<file path="config.mk">
export PLATFORM = sky130hd
export DESIGN_NAME = instruction_fetch_flat
export DESIGN_NICKNAME = d
export VERILOG_FILES = /design/src/rtl/instruction_fetch_if.sv /design/src/rtl/instruction_fetch.sv /design/src/flat_wrapper.sv
export SDC_FILE = /design/constraint.sdc
export NUM_CORES = 1
export LEC_CHECK = 0
export BUFFER_PORTS_ARGS = -buffer_cell sky130_fd_sc_hd__buf_2
export CAP_MARGIN = 40
export CORE_MARGIN = 2
export CORE_UTILIZATION = 38
export CTS_BUF_LIST = sky130_fd_sc_hd__clkbuf_8
export DETAILED_ROUTE_END_ITERATION = 12
export PLACE_DENSITY = 0.69
export SYNTH_ARGS = -nofsm -noshare
export SYNTH_HDL_FRONTEND = slang
export SYNTH_SLANG_ARGS = --single-unit
</file>
<file path="constraint.sdc">
create_clock -name clk -period 2.6 [get_ports clk]
set_input_delay 0.13 -clock clk [delete_from_list [all_inputs] [get_ports clk]]
set_output_delay 0.13 -clock clk [all_outputs]
set_load 0.05 [all_outputs]
</file>
<file path="src/rtl/instruction_fetch_if.sv">
// Fetch-stage bundle: pc/phase_fetch/flush in, instruction memory port, decode-side results out.
// master = fetch unit, slave = surrounding core and memory.
interface instruction_fetch_if;
    logic        phase_fetch;
    logic [31:0] pc;
    logic        flush;
    logic        mem_req;
    logic [31:0] mem_addr;
    logic        mem_gnt;
    logic        mem_rvalid;
    logic [31:0] mem_rdata;
    logic        mem_err;
    logic [31:0] instr;
    logic [31:0] instr_pc;
    logic        instr_valid;
    logic        fetch_busy;
    logic        fault;
    logic [1:0]  fault_cause;

    modport master (
        input  phase_fetch, pc, flush, mem_gnt, mem_rvalid, mem_rdata, mem_err,
        output mem_req, mem_addr, instr, instr_pc, instr_valid, fetch_busy, fault, fault_cause
    );

    modport slave (
        output phase_fetch, pc, flush, mem_gnt, mem_rvalid, mem_rdata, mem_err,
        input  mem_req, mem_addr, instr, instr_pc, instr_valid, fetch_busy, fault, fault_cause
    );
endinterface

</file>
<file path="src/rtl/instruction_fetch.sv">
// Instruction fetch stage: one outstanding word read per fetch phase, with misalignment,
// bus-error and timeout faults, and flush/drain handling for redirected control flow.
module instruction_fetch #(
    parameter int unsigned TIMEOUT_CYCLES = 255,
    parameter logic [31:0] NOP_INSTR      = 32'h0000_0013
) (
    input logic                 clk,
    input logic                 rstn,
    instruction_fetch_if.master bus
);
    typedef enum logic [2:0] {
        S_IDLE  = 3'd0,
        S_REQ   = 3'd1,
        S_WAIT  = 3'd2,
        S_DRAIN = 3'd3,
        S_DONE  = 3'd4
    } state_e;

    localparam logic [7:0] TO_LAST = 8'(TIMEOUT_CYCLES - 1);

    state_e      state_q, state_d;
    logic [7:0]  cnt_q, cnt_d;
    logic        drain_done_q, drain_done_d;
    logic        mem_req_q, mem_req_d;
    logic [31:0] mem_addr_q, mem_addr_d;
    logic [31:0] instr_q, instr_d;
    logic [31:0] instr_pc_q, instr_pc_d;
    logic        valid_q, valid_d;
    logic        fault_q, fault_d;
    logic [1:0]  cause_q, cause_d;

    logic accept_s;
    logic misalign_s;
    logic timeout_s;
    logic data_done_s;

    assign accept_s    = (state_q == S_IDLE) && bus.phase_fetch && !bus.flush;
    assign misalign_s  = (bus.pc[1:0] != 2'b00);
    assign timeout_s   = (cnt_q == TO_LAST);
    assign data_done_s = ((state_q == S_REQ) && bus.mem_gnt && bus.mem_rvalid) ||
                         ((state_q == S_WAIT) && bus.mem_rvalid);

    // State register and fetch datapath registers
    always_ff @(posedge clk or negedge rstn) begin
        if (!rstn) begin
            state_q      <= S_IDLE;
            cnt_q        <= 8'd0;
            drain_done_q <= 1'b0;
            mem_req_q    <= 1'b0;
            mem_addr_q   <= 32'd0;
            instr_q      <= NOP_INSTR;
            instr_pc_q   <= 32'd0;
            valid_q      <= 1'b0;
            fault_q      <= 1'b0;
            cause_q      <= 2'b00;
        end else begin
            state_q      <= state_d;
            cnt_q        <= cnt_d;
            drain_done_q <= drain_done_d;
            mem_req_q    <= mem_req_d;
            mem_addr_q   <= mem_addr_d;
            instr_q      <= instr_d;
            instr_pc_q   <= instr_pc_d;
            valid_q      <= valid_d;
            fault_q      <= fault_d;
            cause_q      <= cause_d;
        end
    end

    // Next-state logic; drain_done marks a drain that must still report a timeout
    always_comb begin
        state_d      = state_q;
        drain_done_d = drain_done_q;
        case (state_q)
            S_IDLE: begin
                if (accept_s) begin
                    state_d      = misalign_s ? S_DONE : S_REQ;
                    drain_done_d = 1'b0;
                end else begin
                    state_d = S_IDLE;
                end
            end
            S_REQ: begin
                if (bus.flush) begin
                    // A grant without data leaves a response in flight that must be absorbed
                    if (bus.mem_gnt && !bus.mem_rvalid) begin
                        state_d      = S_DRAIN;
                        drain_done_d = 1'b0;
                    end else begin
                        state_d = S_IDLE;
                    end
                end else if (bus.mem_gnt && bus.mem_rvalid) begin
                    state_d = S_DONE;
                end else if (bus.mem_gnt) begin
                    if (timeout_s) begin
                        state_d      = S_DRAIN;
                        drain_done_d = 1'b1;
                    end else begin
                        state_d = S_WAIT;
                    end
                end else if (timeout_s) begin
                    state_d = S_DONE;
                end else begin
                    state_d = S_REQ;
                end
            end
            S_WAIT: begin
                if (bus.flush) begin
                    if (bus.mem_rvalid) begin
                        state_d = S_IDLE;
                    end else begin
                        state_d      = S_DRAIN;
                        drain_done_d = 1'b0;
                    end
                end else if (bus.mem_rvalid) begin
                    state_d = S_DONE;
                end else if (timeout_s) begin
                    state_d      = S_DRAIN;
                    drain_done_d = 1'b1;
                end else begin
                    state_d = S_WAIT;
                end
            end
            S_DRAIN: begin
                if (bus.mem_rvalid) begin
                    state_d = drain_done_q ? S_DONE : S_IDLE;
                end else begin
                    state_d = S_DRAIN;
                end
            end
            S_DONE: begin
                state_d = S_IDLE;
            end
            default: begin
                state_d = S_IDLE;
            end
        endcase
    end

    // Output/datapath next values: result fields move only on accept or on entry to DONE
    always_comb begin
        mem_req_d  = (state_d == S_REQ);
        mem_addr_d = mem_addr_q;
        instr_d    = instr_q;
        instr_pc_d = instr_pc_q;
        fault_d    = fault_q;
        cause_d    = cause_q;
        valid_d    = (state_d == S_DONE);
        if ((state_q == S_REQ) || (state_q == S_WAIT)) begin
            cnt_d = cnt_q + 8'd1;
        end else begin
            cnt_d = cnt_q;
        end
        if (accept_s) begin
            cnt_d      = 8'd0;
            mem_addr_d = bus.pc;
            instr_pc_d = bus.pc;
            if (misalign_s) begin
                instr_d = NOP_INSTR;
                fault_d = 1'b1;
                cause_d = 2'b01;
            end else begin
                fault_d = 1'b0;
                cause_d = 2'b00;
            end
        end else if (state_d == S_DONE) begin
            if (data_done_s && !bus.mem_err) begin
                instr_d = bus.mem_rdata;
                fault_d = 1'b0;
                cause_d = 2'b00;
            end else if (data_done_s) begin
                instr_d = NOP_INSTR;
                fault_d = 1'b1;
                cause_d = 2'b10;
            end else begin
                instr_d = NOP_INSTR;
                fault_d = 1'b1;
                cause_d = 2'b11;
            end
        end else begin
            instr_d = instr_q;
        end
    end

    assign bus.mem_req     = mem_req_q;
    assign bus.mem_addr    = mem_addr_q;
    assign bus.instr       = instr_q;
    assign bus.instr_pc    = instr_pc_q;
    // A flush landing in DONE cancels the pulse while the result fields still update
    assign bus.instr_valid = valid_q && !bus.flush;
    assign bus.fetch_busy  = (state_q != S_IDLE);
    assign bus.fault       = fault_q;
    assign bus.fault_cause = cause_q;
endmodule

</file>
<file path="src/flat_wrapper.sv">
// flat-port wrapper written by rule: the top's interface ports become plain ports
module instruction_fetch_flat 
#(
    parameter int unsigned TIMEOUT_CYCLES = 255,
    parameter logic [31:0] NOP_INSTR      = 32'h0000_0013
)
  (clk, rstn, bus_phase_fetch, bus_pc, bus_flush, bus_mem_gnt, bus_mem_rvalid, bus_mem_rdata, bus_mem_err, bus_mem_req, bus_mem_addr, bus_instr, bus_instr_pc, bus_instr_valid, bus_fetch_busy, bus_fault, bus_fault_cause);
  instruction_fetch_if bus_i ();
  input logic clk;
  input logic rstn;
  input wire logic [$bits(bus_i.phase_fetch)-1:0] bus_phase_fetch;
  input wire logic [$bits(bus_i.pc)-1:0] bus_pc;
  input wire logic [$bits(bus_i.flush)-1:0] bus_flush;
  input wire logic [$bits(bus_i.mem_gnt)-1:0] bus_mem_gnt;
  input wire logic [$bits(bus_i.mem_rvalid)-1:0] bus_mem_rvalid;
  input wire logic [$bits(bus_i.mem_rdata)-1:0] bus_mem_rdata;
  input wire logic [$bits(bus_i.mem_err)-1:0] bus_mem_err;
  output wire logic [$bits(bus_i.mem_req)-1:0] bus_mem_req;
  output wire logic [$bits(bus_i.mem_addr)-1:0] bus_mem_addr;
  output wire logic [$bits(bus_i.instr)-1:0] bus_instr;
  output wire logic [$bits(bus_i.instr_pc)-1:0] bus_instr_pc;
  output wire logic [$bits(bus_i.instr_valid)-1:0] bus_instr_valid;
  output wire logic [$bits(bus_i.fetch_busy)-1:0] bus_fetch_busy;
  output wire logic [$bits(bus_i.fault)-1:0] bus_fault;
  output wire logic [$bits(bus_i.fault_cause)-1:0] bus_fault_cause;
  assign bus_i.phase_fetch = bus_phase_fetch;
  assign bus_i.pc = bus_pc;
  assign bus_i.flush = bus_flush;
  assign bus_i.mem_gnt = bus_mem_gnt;
  assign bus_i.mem_rvalid = bus_mem_rvalid;
  assign bus_i.mem_rdata = bus_mem_rdata;
  assign bus_i.mem_err = bus_mem_err;
  assign bus_mem_req = bus_i.mem_req;
  assign bus_mem_addr = bus_i.mem_addr;
  assign bus_instr = bus_i.instr;
  assign bus_instr_pc = bus_i.instr_pc;
  assign bus_instr_valid = bus_i.instr_valid;
  assign bus_fetch_busy = bus_i.fetch_busy;
  assign bus_fault = bus_i.fault;
  assign bus_fault_cause = bus_i.fault_cause;
  instruction_fetch #(.TIMEOUT_CYCLES(TIMEOUT_CYCLES), .NOP_INSTR(NOP_INSTR)) u_core (.clk(clk), .rstn(rstn), .bus(bus_i));
endmodule
</file>
==> reports/qor.txt, run 1 <==
Count of final setup violators -> 0
Routed Antenna Nets -> 0
Hold endpoint -> u_core.bus.instr[10]
R2R setup slack -> 0.55 ns
Top cell type's share of synthesized area -> 0.531
Main combinational cell family by area after synthesis -> simple AND/OR/NAND/NOR gates
# diodes -> 0
Max VDD drop -> 0.358 mV
GR Util met3 -> 0.0506
Multi-input logic area -> 1280 µm²
PortBufs -> 172
Critical Path Source Type -> flop
Most common cell after layout, fill and taps aside -> buf_2
Site Rows -> 35
Area grow syn2layout -> 37.5%
Clk slew on worst S/H paths -> 0.09 ns
Worst Setup Path Type -> flop to flop
Clock latency on the worst-skew pair -> 0.35 ns
Tcrit/Tclk final -> 0.789
Residual DRC count -> 0
Yosys warning count -> 0
Sinks on Clock Net -> 81
Syn nets -> 480
Synth Area in XOR/XNOR -> 0.0167
Crit path time final -> 2.05 ns
RSZ-0062 raised after global routing -> false
Mapped Area -> 3670 µm²
Worst clock skew -> 0.0146 ns
R2r startpoint -> u_core.cnt_q[0]
RR Endpoint -> u_core.bus.instr[30]
Vias -> 3394
Post-Synth Simple-Gate Area -> 0.243
Final nets -> 654
Gp weighted congestion -> 0.812
HPWL Detailed -> 6600 µm
P_leak -> 2.71 nW
Syn Area/Cell -> 9.03 µm²
Hold-critical path depth -> 3
Min-delay src -> bus_mem_rdata[10]
Post-CTS setup buffer count -> 0
Detailed-route wire length per cell -> 13.6 µm
Global-route track usage on met2 -> 0.327
Fin Setup TNS -> 0 ns
Post-synth ARST share -> 1.00
Global-route met1 utilization -> 0.217
Io pins -> 173
Synth Area in Compound Gates -> 0.0821
Initial antenna violation count -> 1
Die Ht -> 102 µm
R2r worst-path depth -> 8
Clock tree buffer depth -> 2
Post-synth EDFFs -> 0
Placeable Area -> 9330 µm²
GRT Total Usage -> 0.185
FMAX -> 0.488 GHz
Initial drt markers -> 192
Final core occ -> 0.542
CTS H-tree depth -> 3
Nature of the critical path endpoint -> flop
CTS tree -> done
Commonest non-fill, non-tap cells in the layout -> buf_2, nand2_1, dfrtp_1, dlygate4sd3_1, nand3_1
Worst Hold Class -> input port to flop
Mapped Cells -> 407
Die area -> 10500 µm²
Worst Tran Pin Value -> 0.635 ns
Global-route wire length before repair -> 15200 µm
Vias per cell -> 4.75
PwrDens -> 779 nW/µm²
Fill cell count -> 827
GR Overflow Total -> 0
CTS buffer count -> 9
Largest net degree at the start of global routing -> 63
Max_cap viols -> 0
Pwr Total -> 3.94 mW
Slew margin rel. -> 0.577
Adder-cell area share of the yosys netlist -> 0.00681
Outcome -> finished, final reports clean
Top FF cell, synth -> dfrtp_1
Final Slew Violations -> 0
Synth top area cells -> dfrtp_1, nand2_1, buf_4, nand3_1, o21ai_0
Sequential share of the synthesized area -> 0.553
Storage element area -> 2030 µm²
Pre-antenna DRT Iters -> 5
Root Driver -> clkbuf_8
Count of cell types in the netlist -> 40
Final wirelength -> 9710 µm
Most Used Layer, Global Route -> met2
Synthesis-stage register bit count -> 81
Initial cell density of the core -> 0.394
Fin. Hold Viols -> 0
Mux share of post-synthesis cell area -> 0
Die width -> 102 µm
Dominant cell type by area after synthesis -> dfrtp_1
Crit Path Max Fanout -> 31
Share of cells above drive strength 1 -> 0.353
Worst EP arrival -> 2.31 ns
Vias in the first global route -> 3276
Req. time, crit path -> 2.86 ns
-- metrics by stage --
| step | instances | cell area [µm²] | setup slack, ns | hold WS [ns] |
|---|---|---|---|---|
| 4_1_cts | 715 | 5050 | 0.553 | 0.00312 |
| 3_3_place_gp | 659 | 4420 | 0.585 | 0.318 |
| 6_report | 715 | 5050 | 0.549 | 0.0164 |
| 3_5_place_dp | 661 | 4460 | 0.566 | 0.0376 |
| 2_1_floorplan | 407 | 3670 | 0.674 | -0.166 |
| 5_1_grt | 715 | 5050 | 0.382 | 0.0142 |
-- power by group --
| part | switching [mW] | total, mW | leakage (nW) | internal [mW] |
|---|---|---|---|---|
| sequential | 0.111 | 1.51 | 1.06 | 1.40 |
| clock | 0.446 | 0.978 | 0.110 | 0.532 |
| combinational | 1.12 | 1.45 | 1.54 | 0.325 |
| total | 1.68 | 3.94 | 2.71 | 2.26 |
-- state kept, by name, indices dropped and copies added, names as in the netlist --
name	count
u_core.drain_done_q	1
u_core.bus.mem_req	1
u_core.bus.instr	32
u_core.bus.fault	1
u_core.bus.fault_cause	2
u_core.valid_q	1
u_core.bus.mem_addr	32
u_core.cnt_q	8
u_core.state_q	3
-- Yosys cell counts (all sizes together) (2+ instances only) --
master and count:
buf 39, nand4 5, dfrtp 78, o21ai 33, clkbuf 17, and2 2
xor2 5, a31oi 3, a211oi 2, nand2b 3, inv 7, ha 2
a21oi 3, a32o 2, nor2 16, dfstp 3, nor2b 4, nor3 4
xnor2 2, a221oi 2, nand2 129, nand3 32, and3 3
-- logic make-up after synthesis --
family,count (synthesis)
AND/OR/NAND/NOR,204
adder cells (fa/ha/maj),2
AO/OA/AOI/OAI,50
XOR/XNOR,7
buffers and inverters,63
flip-flops,81
-- worst max-delay path by stage --
| stage | start | to | cells past startpoint |
|---|---|---|---|
| after floorplan | u_core.cnt_q[0] | u_core.bus.fault_cause[0] | 8 |
| after global placement | u_core.cnt_q[0] | u_core.bus.fault | 8 |
| after detailed placement | u_core.cnt_q[0] | u_core.bus.instr[30] | 8 |
| after CTS | u_core.cnt_q[0] | u_core.bus.fault | 8 |
| after global routing | u_core.cnt_q[0] | u_core.bus.instr[30] | 8 |
| final | u_core.cnt_q[0] | u_core.bus.instr[30] | 8 |
-- critical path: stages, from the launching register on --
cell and delay, ns:
dfrtp_1 0.42, inv_1 0.07, ha_1 0.13, and3_1 0.21, a221oi_2 0.10, nor4_2 0.47
nor2_2 0.09, buf_4 0.24, o21ai_0 0.24
-- layout make-up --
| class | count | share of cell area |
|---|---|---|
| timing repair buffer | 219 | 0.265 |
| multi-input combinational | 263 | 0.254 |
| sequential | 81 | 0.402 |
| clock buffer | 9 | 0.0245 |
| tap | 129 | 0.0320 |
| clock inverter | 7 | 0.0171 |
| inverter | 7 | 0.00520 |
-- repair_timing --
action,CTS,global route
endpoints found under the hold margin,56,0
hold buffers,38,0
resized for setup,0,0
-- layer usage --
layer / vias up / share of wire
met2: 159 / 0.48
met4: 0 / 0.013
met3: 12 / 0.083
li1: 1647 / -
met5: - / 0
met1: 1576 / 0.42
Note: power is estimated with default switching activity, not from simulation.
==> run 2: changes to the inputs <==
==> constraint.sdc (replaced) <==
create_clock -name clk -period 1.9 [get_ports clk]
set_input_delay 0.095 -clock clk [delete_from_list [all_inputs] [get_ports clk]]
set_output_delay 0.095 -clock clk [all_outputs]
set_load 0.05 [all_outputs]
==> run 2 against run 1 <==
Net effect: the flow now finishes with violations (negative setup slack); register-to-register slack got worse by 0.57 ns; sequential power increased by 36%; sequential cell count unchanged; maximum frequency increased by 6.8%; critical path type unchanged; critical endpoint is now u_core.bus.fault_cause[0]; highest routed layer unchanged.
==> reports/qor.txt, run 2 (synthesis gave the netlist of run 1 again) <==
Worst Setup Path Type -> flop to flop
Crit path time final -> 1.92 ns (-0.130 ns)
Pre-antenna DRT Iters -> 4 (-1)
CP max stage delay -> 0.55 ns (+0.08 ns)
Worst path slowest cell -> or4_4
Die area -> 10500 µm² (unchanged)
Initial antenna violation count -> 0 (-1)
Failing checks -> negative setup slack
Layout Cells excl Fill -> 768 (+7.4%)
Io pins -> 173 (unchanged)
Final wirelength -> 11100 µm (+15%)
Commonest non-fill, non-tap cells in the layout -> buf_2, nand2_1, dfrtp_1, dlygate4sd3_1, nand3_1
Crit Path Max Fanout -> 3 (-90%)
P_leak -> 2.99 nW (+10%)
Initial cell density of the core -> 0.394 (unchanged)
Routed Antenna Nets -> 0 (unchanged)
Count of final setup violators -> 2 (+2)
Die Ht -> 102 µm (unchanged)
CTS H-tree depth -> 3 (unchanged)
# diodes -> 0 (unchanged)
Final nets -> 707 (+8.1%)
Worst-path cell chain -> inv_1 > ha_2 > and3_4 > a221oi_4 > or4_4 > and2_4 > a32o_1
Nature of the critical path endpoint -> flop
Clock latency on the worst-skew pair -> 0.33 ns (-0.02 ns)
Clk slew on worst S/H paths -> 0.08 ns (about the same)
Site Rows -> 35 (unchanged)
Share of cells above drive strength 1 -> 0.391 (+0.0380)
Worst clock skew -> 0.00738 ns (-0.00718 ns)
Fin. Hold Viols -> 0 (unchanged)
Detailed-route wire length per cell -> 14.5 µm (+6.7%)
Max_cap viols -> 0 (unchanged)
RSZ-0062 raised after global routing -> true
Clock tree buffer depth -> 2 (unchanged)
Vias -> 3674 (+8.2%)
Residual DRC count -> 0 (unchanged)
PortBufs -> 172 (unchanged)
Tcrit/Tclk final -> 1.01 (+0.222)
PwrDens -> 974 nW/µm² (+25%)
Worst Tran Pin Value -> 0.535 ns (-0.0996 ns)
Vias per cell -> 4.78 (+0.78%)
# placed instances -> 680 (+2.9%)
Worst EP arrival -> 2.15 ns (-0.16 ns)
CTS tree -> done
Vias in the first global route -> 3618 (+10%)
Req. time, crit path -> 2.13 ns (-0.73 ns)
HPWL Detailed -> 6940 µm (+5.3%)
Area grow syn2layout -> 54.3%
Slew margin rel. -> 0.643 (+0.0664)
Outcome -> finished, violations left
GR Overflow Total -> 0 (unchanged)
Gp weighted congestion -> 0.886 (+9.1%)
Worst Hold Class -> input port to flop
Fin Setup TNS -> -0.0210 ns (-0.0210 ns)
Pre-CTS setup slack -> -0.108 ns (-0.674 ns)
Initial drt markers -> 128 (-33%)
Max VDD drop -> 0.477 mV (+33%)
GRT Total Usage -> 0.204 (+0.0184)
Largest net degree at the start of global routing -> 44 (-30%)
Die width -> 102 µm (unchanged)
Root Driver -> clkbuf_8
Placeable Area -> 9330 µm² (unchanged)
Sinks on Clock Net -> 81 (unchanged)
CTS buffer count -> 9 (unchanged)
Most common cell after layout, fill and taps aside -> buf_2
FMAX -> 0.521 GHz (+6.8%)
Final Slew Violations -> 0 (unchanged)
Critical Path Source Type -> flop
Global-route wire length before repair -> 16800 µm (+10%)
Setup ws final -> -0.0205 ns (-0.570 ns)
[run 2: cell types whose count changed in the layout (fill, tap and decap cells not counted), moves of 3 or more]
cell	before	now
dlygate4sd3_1	38	64
o21ai_0	30	8
buf_4	8	28
o21ai_1	3	15
o21ai_2	0	10
buf_12	0	3
buf_6	0	3
[run 2: cell type report]
class,count,area (µm²)
Clock inverter,6,66.3
Fill cell,768,3660
Inverter,7,26.3
Timing Repair Buffer,272,1870
Tap cell,129,161
Sequential cell,81,2030
Multi-Input combinational cell,263,1380
Clock buffer,10,138
[run 2: stage by stage]
step / power (mW) / hold slack, ns / utilization / area [µm²]
3_3_place_gp: 4.05 / 0.102 / 0.493 / 4600
6_report: 5.52 / 0.00557 / 0.608 / 5670
2_1_floorplan: 3.69 / -0.201 / - / 3680
3_5_place_dp: 4.09 / 0.105 / 0.496 / 4620
4_1_cts: 5.51 / 0.00345 / 0.592 / 5520
5_1_grt: 5.81 / 0.00497 / 0.608 / 5670
[run 2: power by group]
part	leakage, nW	total, mW	switching, mW	internal (mW)
sequential	1.06	2.05	0.132	1.91
combinational	1.82	2.19	1.62	0.578
clock	0.107	1.28	0.634	0.649
total	2.99	5.52	2.38	3.14
[run 2: routing by layer]
layer,vias to the layer above,global-route usage,part of all wire
met5,-,0,0
met4,0,0.0626,0.013
met3,10,0.0616,0.075
met2,175,0.364,0.51
met1,1733,0.235,0.40
li1,1756,-,-
[run 2: worst max-delay path: cells and delay by family, from the launching register on]
family	cells	cell delay, ns
compound gates	2	0.28
fa+ha+maj	1	0.16
buf+inv	1	0.06
flops	1	0.39
simple gates	3	0.93
[run 2: worst paths after layout]
check / startpoint / slack, ns / cells past startpoint / end
max: u_core.cnt_q[0] / -0.02 / 7 / u_core.bus.fault_cause[0]
min: bus_mem_rdata[2] / 0.006 / 3 / u_core.bus.instr[2]
max reg2reg: u_core.cnt_q[0] / -0.02 / 7 / u_core.bus.fault_cause[0]
min reg2reg: u_core.bus.mem_addr[17] / 0.50 / 2 / u_core.bus.mem_addr[17]
max in group asynchronous: rstn / 0.96 / 3 / u_core.bus.instr[0]
min in group asynchronous: rstn / 0.28 / 2 / u_core.bus.instr[23]
[run 2: repair_timing]
action	4_1_cts	5_1_grt
pin swaps	5	9
hold buffers	63	1
setup buffers	3	4
gates cloned	0	2
endpoints found under the setup margin	32	32
gates resized for setup	8	41
hold endpoints to repair	100	1
